## src/rtl/control_seq_pkg.sv

```systemverilog
// Shared definitions for the microprogram sequencer: sequencing opcodes,
// FSM state encoding and datapath control field positions.
package control_seq_pkg;

  localparam int DEF_LOG_MEMSIZE    = 4;
  localparam int DEF_NUM_D_CTRLBITS = 5;
  localparam int DEF_NUM_C_CTRLBITS = 2;

  typedef enum logic [1:0] {
    SEQ_NEXT = 2'b00,
    SEQ_JMP  = 2'b01,
    SEQ_BRC  = 2'b10,
    SEQ_HALT = 2'b11
  } seq_op_e;

  typedef enum logic [1:0] {
    ST_IDLE = 2'd0,
    ST_RUN  = 2'd1,
    ST_HALT = 2'd2
  } state_e;

  // pd_ctrl bit positions: {op[1:0], sw, wb, wa}
  localparam int PD_WA    = 0;
  localparam int PD_WB    = 1;
  localparam int PD_SW    = 2;
  localparam int PD_OP_LO = 3;
  localparam int PD_OP_HI = 4;

endpackage

```

## src/rtl/control_seq_if.sv

```systemverilog
// Program-load port and datapath control link between the sequencer and its
// surroundings.
interface control_seq_if #(
  parameter int L = 4,
  parameter int D = 5,
  parameter int C = 2
) ();

  localparam int W = L + D + C;

  // Load handshake: a word is written on a rising clk edge where
  // ld_valid && ld_ready; ld_ready depends only on sequencer state, never on
  // ld_valid, and a request held while ld_ready=0 simply waits.
  logic         ld_valid;
  logic         ld_ready;
  logic [L-1:0] ld_addr;
  logic [W-1:0] ld_data;

  logic         cres;
  logic [D-1:0] pd_ctrl;

  modport master (
    output ld_valid,
    output ld_addr,
    output ld_data,
    output cres,
    input  ld_ready,
    input  pd_ctrl
  );

  modport slave (
    input  ld_valid,
    input  ld_addr,
    input  ld_data,
    input  cres,
    output ld_ready,
    output pd_ctrl
  );

endinterface

```

## src/rtl/control_seq_ctrl_mem.sv

```systemverilog
// Control store: 2**L words, synchronous write port, asynchronous read port.
// Contents are deliberately not reset so a program survives a sequencer reset.
module ctrl_mem #(
  parameter int L = 4,
  parameter int W = 11
) (
  input  logic         clk,
  input  logic         we_i,
  input  logic [L-1:0] waddr_i,
  input  logic [W-1:0] wdata_i,
  input  logic [L-1:0] raddr_i,
  output logic [W-1:0] rdata_o
);

  logic [W-1:0] mem_q [2**L];

  always_ff @(posedge clk) begin
    if (we_i) begin
      mem_q[waddr_i] <= wdata_i;
    end
  end

  assign rdata_o = mem_q[raddr_i];

endmodule

```

## src/rtl/control_seq.sv

```systemverilog
// Microprogram sequencer: steps a pc through the control store, drives the
// datapath control bits of the current word and branches on cres.
module control_seq
  import control_seq_pkg::*;
#(
  parameter int P_LOG_MEMSIZE    = DEF_LOG_MEMSIZE,
  parameter int P_NUM_D_CTRLBITS = DEF_NUM_D_CTRLBITS,
  parameter int P_NUM_C_CTRLBITS = DEF_NUM_C_CTRLBITS
) (
  input  logic                     clk,
  input  logic                     rst,
  input  logic                     start,
  control_seq_if.slave             bus,
  output logic [P_LOG_MEMSIZE-1:0] pc,
  output logic                     busy,
  output logic                     halted,
  output state_e                   dbg_state
);

  localparam int L = P_LOG_MEMSIZE;
  localparam int D = P_NUM_D_CTRLBITS;
  localparam int C = P_NUM_C_CTRLBITS;
  localparam int W = L + D + C;

  state_e       state_q, state_d;
  logic [L-1:0] pc_q, pc_d;
  logic [L-1:0] pc_inc;
  logic [W-1:0] word;
  logic [L-1:0] target;
  seq_op_e      seq_op;
  logic         ld_ready;
  logic         ld_fire;
  logic         mem_we;
  logic [D-1:0] pd_ctrl;

  assign ld_ready = (state_q != ST_RUN);
  assign ld_fire  = bus.ld_valid & ld_ready;
  // Reset wins over a same-cycle load request.
  assign mem_we   = ld_fire & rst;

  ctrl_mem #(
    .L(L),
    .W(W)
  ) u_ctrl_mem (
    .clk     (clk),
    .we_i    (mem_we),
    .waddr_i (bus.ld_addr),
    .wdata_i (bus.ld_data),
    .raddr_i (pc_q),
    .rdata_o (word)
  );

  assign target = word[W-1:W-L];
  assign seq_op = seq_op_e'(word[D+C-1:D]);
  assign pc_inc = pc_q + 1'b1;

  always_comb begin
    state_d = state_q;
    pc_d    = pc_q;
    case (state_q)
      ST_IDLE, ST_HALT: begin
        // A load in the same cycle consumes the start request.
        if (start && !ld_fire) begin
          state_d = ST_RUN;
          pc_d    = '0;
        end
      end
      ST_RUN: begin
        case (seq_op)
          SEQ_NEXT: pc_d = pc_inc;
          SEQ_JMP:  pc_d = target;
          SEQ_BRC:  pc_d = bus.cres ? target : pc_inc;
          SEQ_HALT: state_d = ST_HALT;
          default:  pc_d = pc_inc;
        endcase
      end
      default: begin
        state_d = ST_IDLE;
        pc_d    = '0;
      end
    endcase
  end

  always_comb begin
    pd_ctrl = '0;
    if (state_q == ST_RUN) begin
      pd_ctrl[PD_WA]             = word[PD_WA];
      pd_ctrl[PD_WB]             = word[PD_WB];
      pd_ctrl[PD_SW]             = word[PD_SW];
      pd_ctrl[PD_OP_HI:PD_OP_LO] = word[PD_OP_HI:PD_OP_LO];
    end
  end

  always_ff @(posedge clk) begin
    if (!rst) begin
      state_q <= ST_IDLE;
      pc_q    <= '0;
    end else begin
      state_q <= state_d;
      pc_q    <= pc_d;
    end
  end

  assign bus.ld_ready = ld_ready;
  assign bus.pd_ctrl  = pd_ctrl;
  assign pc           = pc_q;
  assign busy         = (state_q == ST_RUN);
  assign halted       = (state_q == ST_HALT);
  assign dbg_state    = state_q;

endmodule

```

## src/flat_wrapper.sv

```systemverilog
// flat-port wrapper written by rule: the top's interface ports become plain ports
module control_seq_flat import control_seq_pkg::*;
#(
  parameter int P_LOG_MEMSIZE    = DEF_LOG_MEMSIZE,
  parameter int P_NUM_D_CTRLBITS = DEF_NUM_D_CTRLBITS,
  parameter int P_NUM_C_CTRLBITS = DEF_NUM_C_CTRLBITS
)
  (clk, rst, start, pc, busy, halted, dbg_state, bus_ld_valid, bus_ld_addr, bus_ld_data, bus_cres, bus_ld_ready, bus_pd_ctrl);
  control_seq_if #(.L((4)), .D((5)), .C((2))) bus_i ();
  input  logic clk;
  input  logic rst;
  input  logic start;
  output logic [P_LOG_MEMSIZE-1:0] pc;
  output logic busy;
  output logic halted;
  output state_e dbg_state;
  input wire logic [$bits(bus_i.ld_valid)-1:0] bus_ld_valid;
  input wire logic [$bits(bus_i.ld_addr)-1:0] bus_ld_addr;
  input wire logic [$bits(bus_i.ld_data)-1:0] bus_ld_data;
  input wire logic [$bits(bus_i.cres)-1:0] bus_cres;
  output wire logic [$bits(bus_i.ld_ready)-1:0] bus_ld_ready;
  output wire logic [$bits(bus_i.pd_ctrl)-1:0] bus_pd_ctrl;
  assign bus_i.ld_valid = bus_ld_valid;
  assign bus_i.ld_addr = bus_ld_addr;
  assign bus_i.ld_data = bus_ld_data;
  assign bus_i.cres = bus_cres;
  assign bus_ld_ready = bus_i.ld_ready;
  assign bus_pd_ctrl = bus_i.pd_ctrl;
  control_seq #(.P_LOG_MEMSIZE(P_LOG_MEMSIZE), .P_NUM_D_CTRLBITS(P_NUM_D_CTRLBITS), .P_NUM_C_CTRLBITS(P_NUM_C_CTRLBITS)) u_core (.clk(clk), .rst(rst), .start(start), .bus(bus_i), .pc(pc), .busy(busy), .halted(halted), .dbg_state(dbg_state));
endmodule
```

## config.mk

```make
export PLATFORM = sky130hd
export DESIGN_NAME = control_seq_flat
export DESIGN_NICKNAME = d
export VERILOG_FILES = /design/src/rtl/control_seq_pkg.sv /design/src/rtl/control_seq_if.sv /design/src/rtl/control_seq_ctrl_mem.sv /design/src/rtl/control_seq.sv /design/src/flat_wrapper.sv
export SDC_FILE = /design/constraint.sdc
export NUM_CORES = 1
export LEC_CHECK = 0
export BUFFER_PORTS_ARGS = -buffer_cell sky130_fd_sc_hd__buf_2
export CAP_MARGIN = 40
export CORE_ASPECT_RATIO = 0.6
export CORE_MARGIN = 5
export CORE_UTILIZATION = 55
export DETAILED_ROUTE_END_ITERATION = 8
export GPL_ROUTABILITY_DRIVEN = 0
export PLACE_DENSITY_LB_ADDON = 0.25
export SYNTH_ARGS = -nofsm -noshare
export SYNTH_HDL_FRONTEND = slang
export SYNTH_HIERARCHICAL = 1
export SYNTH_SLANG_ARGS = --single-unit
```

## constraint.sdc

```tcl
create_clock -name clk -period 2.4 [get_ports clk]
set_input_delay 0.12 -clock clk [delete_from_list [all_inputs] [get_ports clk]]
set_output_delay 0.12 -clock clk [all_outputs]
set_load 0.02 [all_outputs]
```

Word-level counts from Yosys, hierarchy flattened

Memory sizes are Yosys's and may differ from the RTL's. A register that Yosys moved wholly into a read port is not among the register bits.
Index checks and enable logic that the tools add are counted.

Mux-type cells: 12
Reductions and logical operators: 7
Add/subtract/negate cells: 1
Eq/ne operators: 9
Bitwise operators: 2

Operators by type and width:

| kind                | number |
|---|---|
| $mux 4              | 4 |
| $pmux 4 s3          | 1 |
| $pmux 4 s2          | 1 |
| $eq 2x2->1 const B  | 3 |
| $ne 2x1->1 const B  | 3 |
| $mux 5              | 1 |
| $add 4x1->4 const B | 1 |
| $eq 2x1->1 const B  | 2 |
| $logic_not 2->1     | 2 |
| $mux 2              | 2 |
| $ne 4x1->1 const B  | 1 |
| $pmux 2 s2          | 1 |
| $reduce_and 2->1    | 2 |
| $and 1x1->1         | 2 |
| $mux 1              | 2 |
| $reduce_or 2->1     | 1 |
| $logic_and 1x1->1   | 1 |
| $logic_not 1->1     | 1 |

Bits of input ports: 20
Register bits after elaboration: 6
Memories kept: 1
Logic and storage cells: 34
RAM bits: 176

Memory list:

| memory                  | depth | width | rd ports | clocked after Yosys merged registers in | write ports | RTL line                   | RTL |
|---|---|---|---|---|---|---|---|
| u_core.u_ctrl_mem.mem_q | 16    | 11    | 1        | 1                                       | 1           | control_seq_ctrl_mem.sv:15 | `logic [W-1:0] mem_q [2**L];` |

Depth between registers and ports, before layout

Depth in word-level cells: 8
Gate-level depth with buffers: 11
Mapped depth without buffers: 9

By module

Netlist, hierarchy kept.

By module, submodules not included:

| module      | instances | area an instance (µm²) | cells an instance |
|---|---|---|---|
| ctrl_mem    | 1         | 6819.0                 | 294 |
| control_seq | 1         | 455.4                  | 54 |

Worst setup path before layout

OpenSTA, ideal clock, no wires.

Path kind: flip-flop to flip-flop
From: register u_core.pc_q[0] (netlist: u_core/pc[0])
To: register u_core.pc_q[2] (netlist: u_core/pc[2])
Data required time: 2.275 ns
Arrival time: 2.496 ns
Path slack: -0.221 ns
Cell stages (with the launch flop): 12
Period minus slack after synthesis: 2.621 ns
Cells stage by stage: dfxtp_1 > buf_6 > buf_6 > mux4_1 > a22oi_1 > nand2_1 > inv_1 > ha_1 > o21ai_0 > nor2_1 > a32oi_1 > o22ai_1

Cells in the longest elaborated chain, start to end: 4

RTL lines:

| item                     | RTL line           | RTL |
|---|---|---|
| start: declaration       | control_seq.sv:26  | `logic [L-1:0] pc_q, pc_d;` |
| start signal: assignment | control_seq.sv:100 | `pc_q <= pc_d;` |
| $add 4x1->4 (*)          | control_seq.sv:55  | `assign pc_inc = pc_q + 1'b1;` |
| $mux 4                   | control_seq.sv:72  | `SEQ_BRC: pc_d = bus.cres ? target : pc_inc;` |
| $pmux 4 s3 (*)           | control_seq.sv:69  | `case (seq_op)` |
| $pmux 4 s2 (*)           | control_seq.sv:60  | `case (state_q)` |

Mark *: on every way between the ends. The rest lies on a longest branch, timed or not.
A chain may end at the register's enable or synchronous reset.

Worst setup path after layout

From: register u_core.pc_q[0] (netlist: u_core/pc[0])
To: register u_core.pc_q[3] (netlist: u_core/pc[3])

The elaborated chain is that of the path after synthesis.

==> impl_metrics.py <==
metrics = {
    "yosys": {
        "synth-seq-cells": 182,
        "syn_nets": 373,
        "syn_area_um2": 7270,
        "synthCells": 348,
        "synth_warnings": 6,
        "syn_area_per_cell_um2": 20.9,
        "ys_seq_area_frac": 0.743,
        "netlist-cell-type-count": 34,
    },
    "run": {
        "cap_violations": 0,
    },
    "detailed_routing": {
        "drtIter0Drc": 357,
        "antenna_left": 0,
        "drtPass1Iterations": 5,
        "drt_wl_total_mm": 15.8,
        "vias": 3835,
        "route.detailed.drc": 0,
        "vias_per_cell": 6.24,
        "wl_per_cell_um": 25.6,
    },
    "die": {
        "num_rows": 32,
        "boundaryPins": 34,
        "initial_utilization": 0.564,
        "core-area_um2": 12900,
        "fp.dieH_um": 99.1,
        "fp.dieW_um": 158,
        "dieArea_um2": 15700,
    },
    "worst_setup_path": {
        "critPathCaptureType": "flip-flop",
        "cp_data_required_time_ns": 2.70,
        "cp_slowest_stage_delay_ns": 0.51,
        "endpoint": "u_core/pc[3]",
        "crit_slowest_cell": "mux4_2",
        "worstPathMaxFanout": 6,
        "start_kind": "flip-flop",
        "r2r_setup_slack_ns": -0.03,
        "r2r-start": "u_core/pc[0]",
        "rr_endpoint": "u_core/pc[3]",
        "worstPathArrival_ns": 2.73,
        "critical_path_class": "reg2reg",
        "crit_path_cell_trace": "buf_8 -> mux4_2 -> a22oi_2 -> nand2_2 -> inv_2 -> ha_4 -> o21ai_2 -> nor2_1 -> a32oi_1 -> o22ai_1",
        "crit_path_start": "u_core/pc[0]",
        "reg2regPathDepth": 10,
    },
    "timing": {
        "fin_ws_ns": -0.0292,
        "fmax_mhz": 412,
        "min_period_ns": 2.43,
        "worst_slew_pin_slew_ns": 0.718,
        "hold_viol_final": 0,
        "grt_setup_unrepaired": "true",
        "slew_violations": 0,
        "finalCritPeriodShare": 1.01,
        "setup_viol": 3,
        "skew_ns": 0.0104,
        "relSlewSlack": 0.519,
    },
    "grt": {
        "grt.total_usage": 0.214,
        "overflow": 0,
        "grt_pass1_wl_mm": 23.8,
        "grt_max_degree": 26,
        "antenna_found_initial": 0,
        "grt_pass1_vias": 3855,
    },
    "power": {
        "p_total_mw": 6.57,
        "p_leak_nw": 2.88,
        "ir_drop_uv": 513,
        "cellPowerDensity_nw_per_um2": 758,
    },
    "cells_and_area": {
        "nNetsFinal": 457,
        "antenna_cells": 0,
        "final_area_um2": 8670,
        "layoutNonFillerInstCount": 615,
        "drive_gt1_frac": 0.382,
        "fillers": 824,
        "area_delta_synth_final_pct": 19.2,
    },
    "placed_design": {
        "place_hpwl_mm": 10.1,
        "dp_slack_ns": -0.146,
        "dpl_cell_area_um2": 7850,
        "portBuffers": 33,
        "placed_cells": 575,
    },
    "clock_network": {
        "cts.clk_slew.worst_paths_ns": 0.07,
        "root_buffer": "clkbuf_16",
        "cts_tree": "done",
        "clk_path_buf_depth": 2,
        "clock_latency_ns": 0.43,
        "htreeDepth": 4,
        "numCtsBuffers": 17,
        "cts_sinks": 182,
    },
    "outcome": {
        "status": "complete, but fails checks",
        "violations": "negative setup slack",
    },
    "worst_hold_path": {
        "hold_class": "in2reg",
    },
}
[per-layer routing]
layer  global-route usage  part of all wire  vias up
met5                    0                 0        -
met4               0.0675             0.017        0
met3               0.0518             0.084       22
met2                0.321              0.48      184
met1                0.314              0.42     1997
li1                     -                 -     1632
[worst max-delay path, delay by kind of cell, from the launching register on]
kind | cells | cell delay (ns)
AO/OA/AOI/OAI | 4 | 0.75
AND/OR/NAND/NOR | 2 | 0.19
flip-flops | 1 | 0.40
buffers and inverters | 2 | 0.24
multiplexers | 1 | 0.51
adder cells (fa/ha/maj) | 1 | 0.22
[worst min-delay path by stage]
stage,from,to,slack [ns],depth (start not counted)
final,bus_ld_data[2],u_core/u_ctrl_mem/mem_q[9][2],0.08,1
after floorplan,bus_ld_data[0],u_core/u_ctrl_mem/mem_q[0][0],0.22,0
after detailed placement,rst,u_core/dbg_state[0],0.42,2
after global routing,bus_ld_data[2],u_core/u_ctrl_mem/mem_q[9][2],0.08,1
after global placement,rst,u_core/dbg_state[0],0.42,2
after CTS,bus_ld_data[2],u_core/u_ctrl_mem/mem_q[9][2],0.07,1
[sequential cells by signal, summed over array words and instances, names as in the netlist]
name	flops
u_core/dbg_state	2
u_core/pc	4
u_core/u_ctrl_mem/mem_q	176
[kinds of logic (layout without fill, tap and decap cells)]
family	after synthesis	count (layout)	synth area share
simple gates	56	56	0.0389
mux	44	44	0.147
buf+inv	23	120	0.0227
fa+ha+maj	5	5	0.00860
compound gates	38	38	0.0397
flops	182	182	0.743
[cell type report]
cell class	instances	area, um^2	share of cell area
well taps	170	213	0.0245
clock buffers	20	447	0.0515
multi-input cells	143	1830	0.212
repair buffers	80	591	0.0681
flip-flops and latches	182	5410	0.624
clock inverters	12	145	0.0167
inverters	8	30.0	0.00346
[per-stage QoR]
step | setup TNS, ns | util | hold WS [ns]
after floorplan | -0.0122 | - | 0.219
after global placement | 0 | 0.609 | 0.417
after detailed placement | -0.431 | 0.609 | 0.421
after CTS | 0 | 0.665 | 0.0742
after global routing | -0.442 | 0.672 | 0.0792
final | -0.0397 | 0.672 | 0.0819
[Yosys cell counts, drive strengths merged]
library cell  count  area, um^2
nand3b            2        15.0
nand2            12        45.0
o21ai             2        10.0
dfxtp             6         120
inv               8        30.0
nor2             15        56.3
nor3              4        20.0
a22oi            26         195
ha                5        62.6
nand2b            4        25.0
edfxtp          176        5290
o22ai             3        18.8
mux4             44        1070
o32ai             1        16.3
o2bb2ai           2        17.5
a21oi             1        5.00
a32oi             3        26.3
nand3             2        10.0
and2              8        50.1
or3b              1        8.76
and3              1        6.26
clkbuf            2        11.3
buf              13         124
and2b             2        15.0
or2               1        6.26
nor2b             4        25.0
[report_power, final]
part           total, mW  leakage (nW)  internal [mW]  switching [mW]
Sequential          3.51          1.63           3.50         0.00960
Clock               2.77         0.285           1.58            1.18
Combinational      0.295         0.956          0.121           0.174
[repair_timing]
item,4_1_cts,5_1_grt
hold buffers,1,0
gates cloned,0,0
resized for setup,22,23
buffers inserted,4,3
setup endpoints to repair,9,9
hold endpoints to repair,1,0
pin swaps,2,12
[cell usage in the layout, fill, tap and decap left out, types with 2 or more instances in the layout]
master      count
nand3b_1        2
o2bb2ai_1       2
bufinv_16       2
buf_8           3
and2_4          2
clkinvlp_4      2
buf_12          3
clkbuf_16      17
mux4_1         17
buf_2          32
clkbuf_1        2
a22oi_2        12
nand2b_1        4
clkinv_2        2
inv_1           5
inv_6           4
and2b_1         2
mux4_2         27
nor3_2          4
o22ai_1         3
ha_1            3
nor2b_1         3
a22oi_1        14
nand2_2         2
buf_4          39
a32oi_1         2
nor2_1         15
buf_6           2
nand2_1        10
inv_2           3
nand3_1         2
edfxtp_1      176
dfxtp_1         4
and2_1          6
Power figures use the tool's default switching activity.
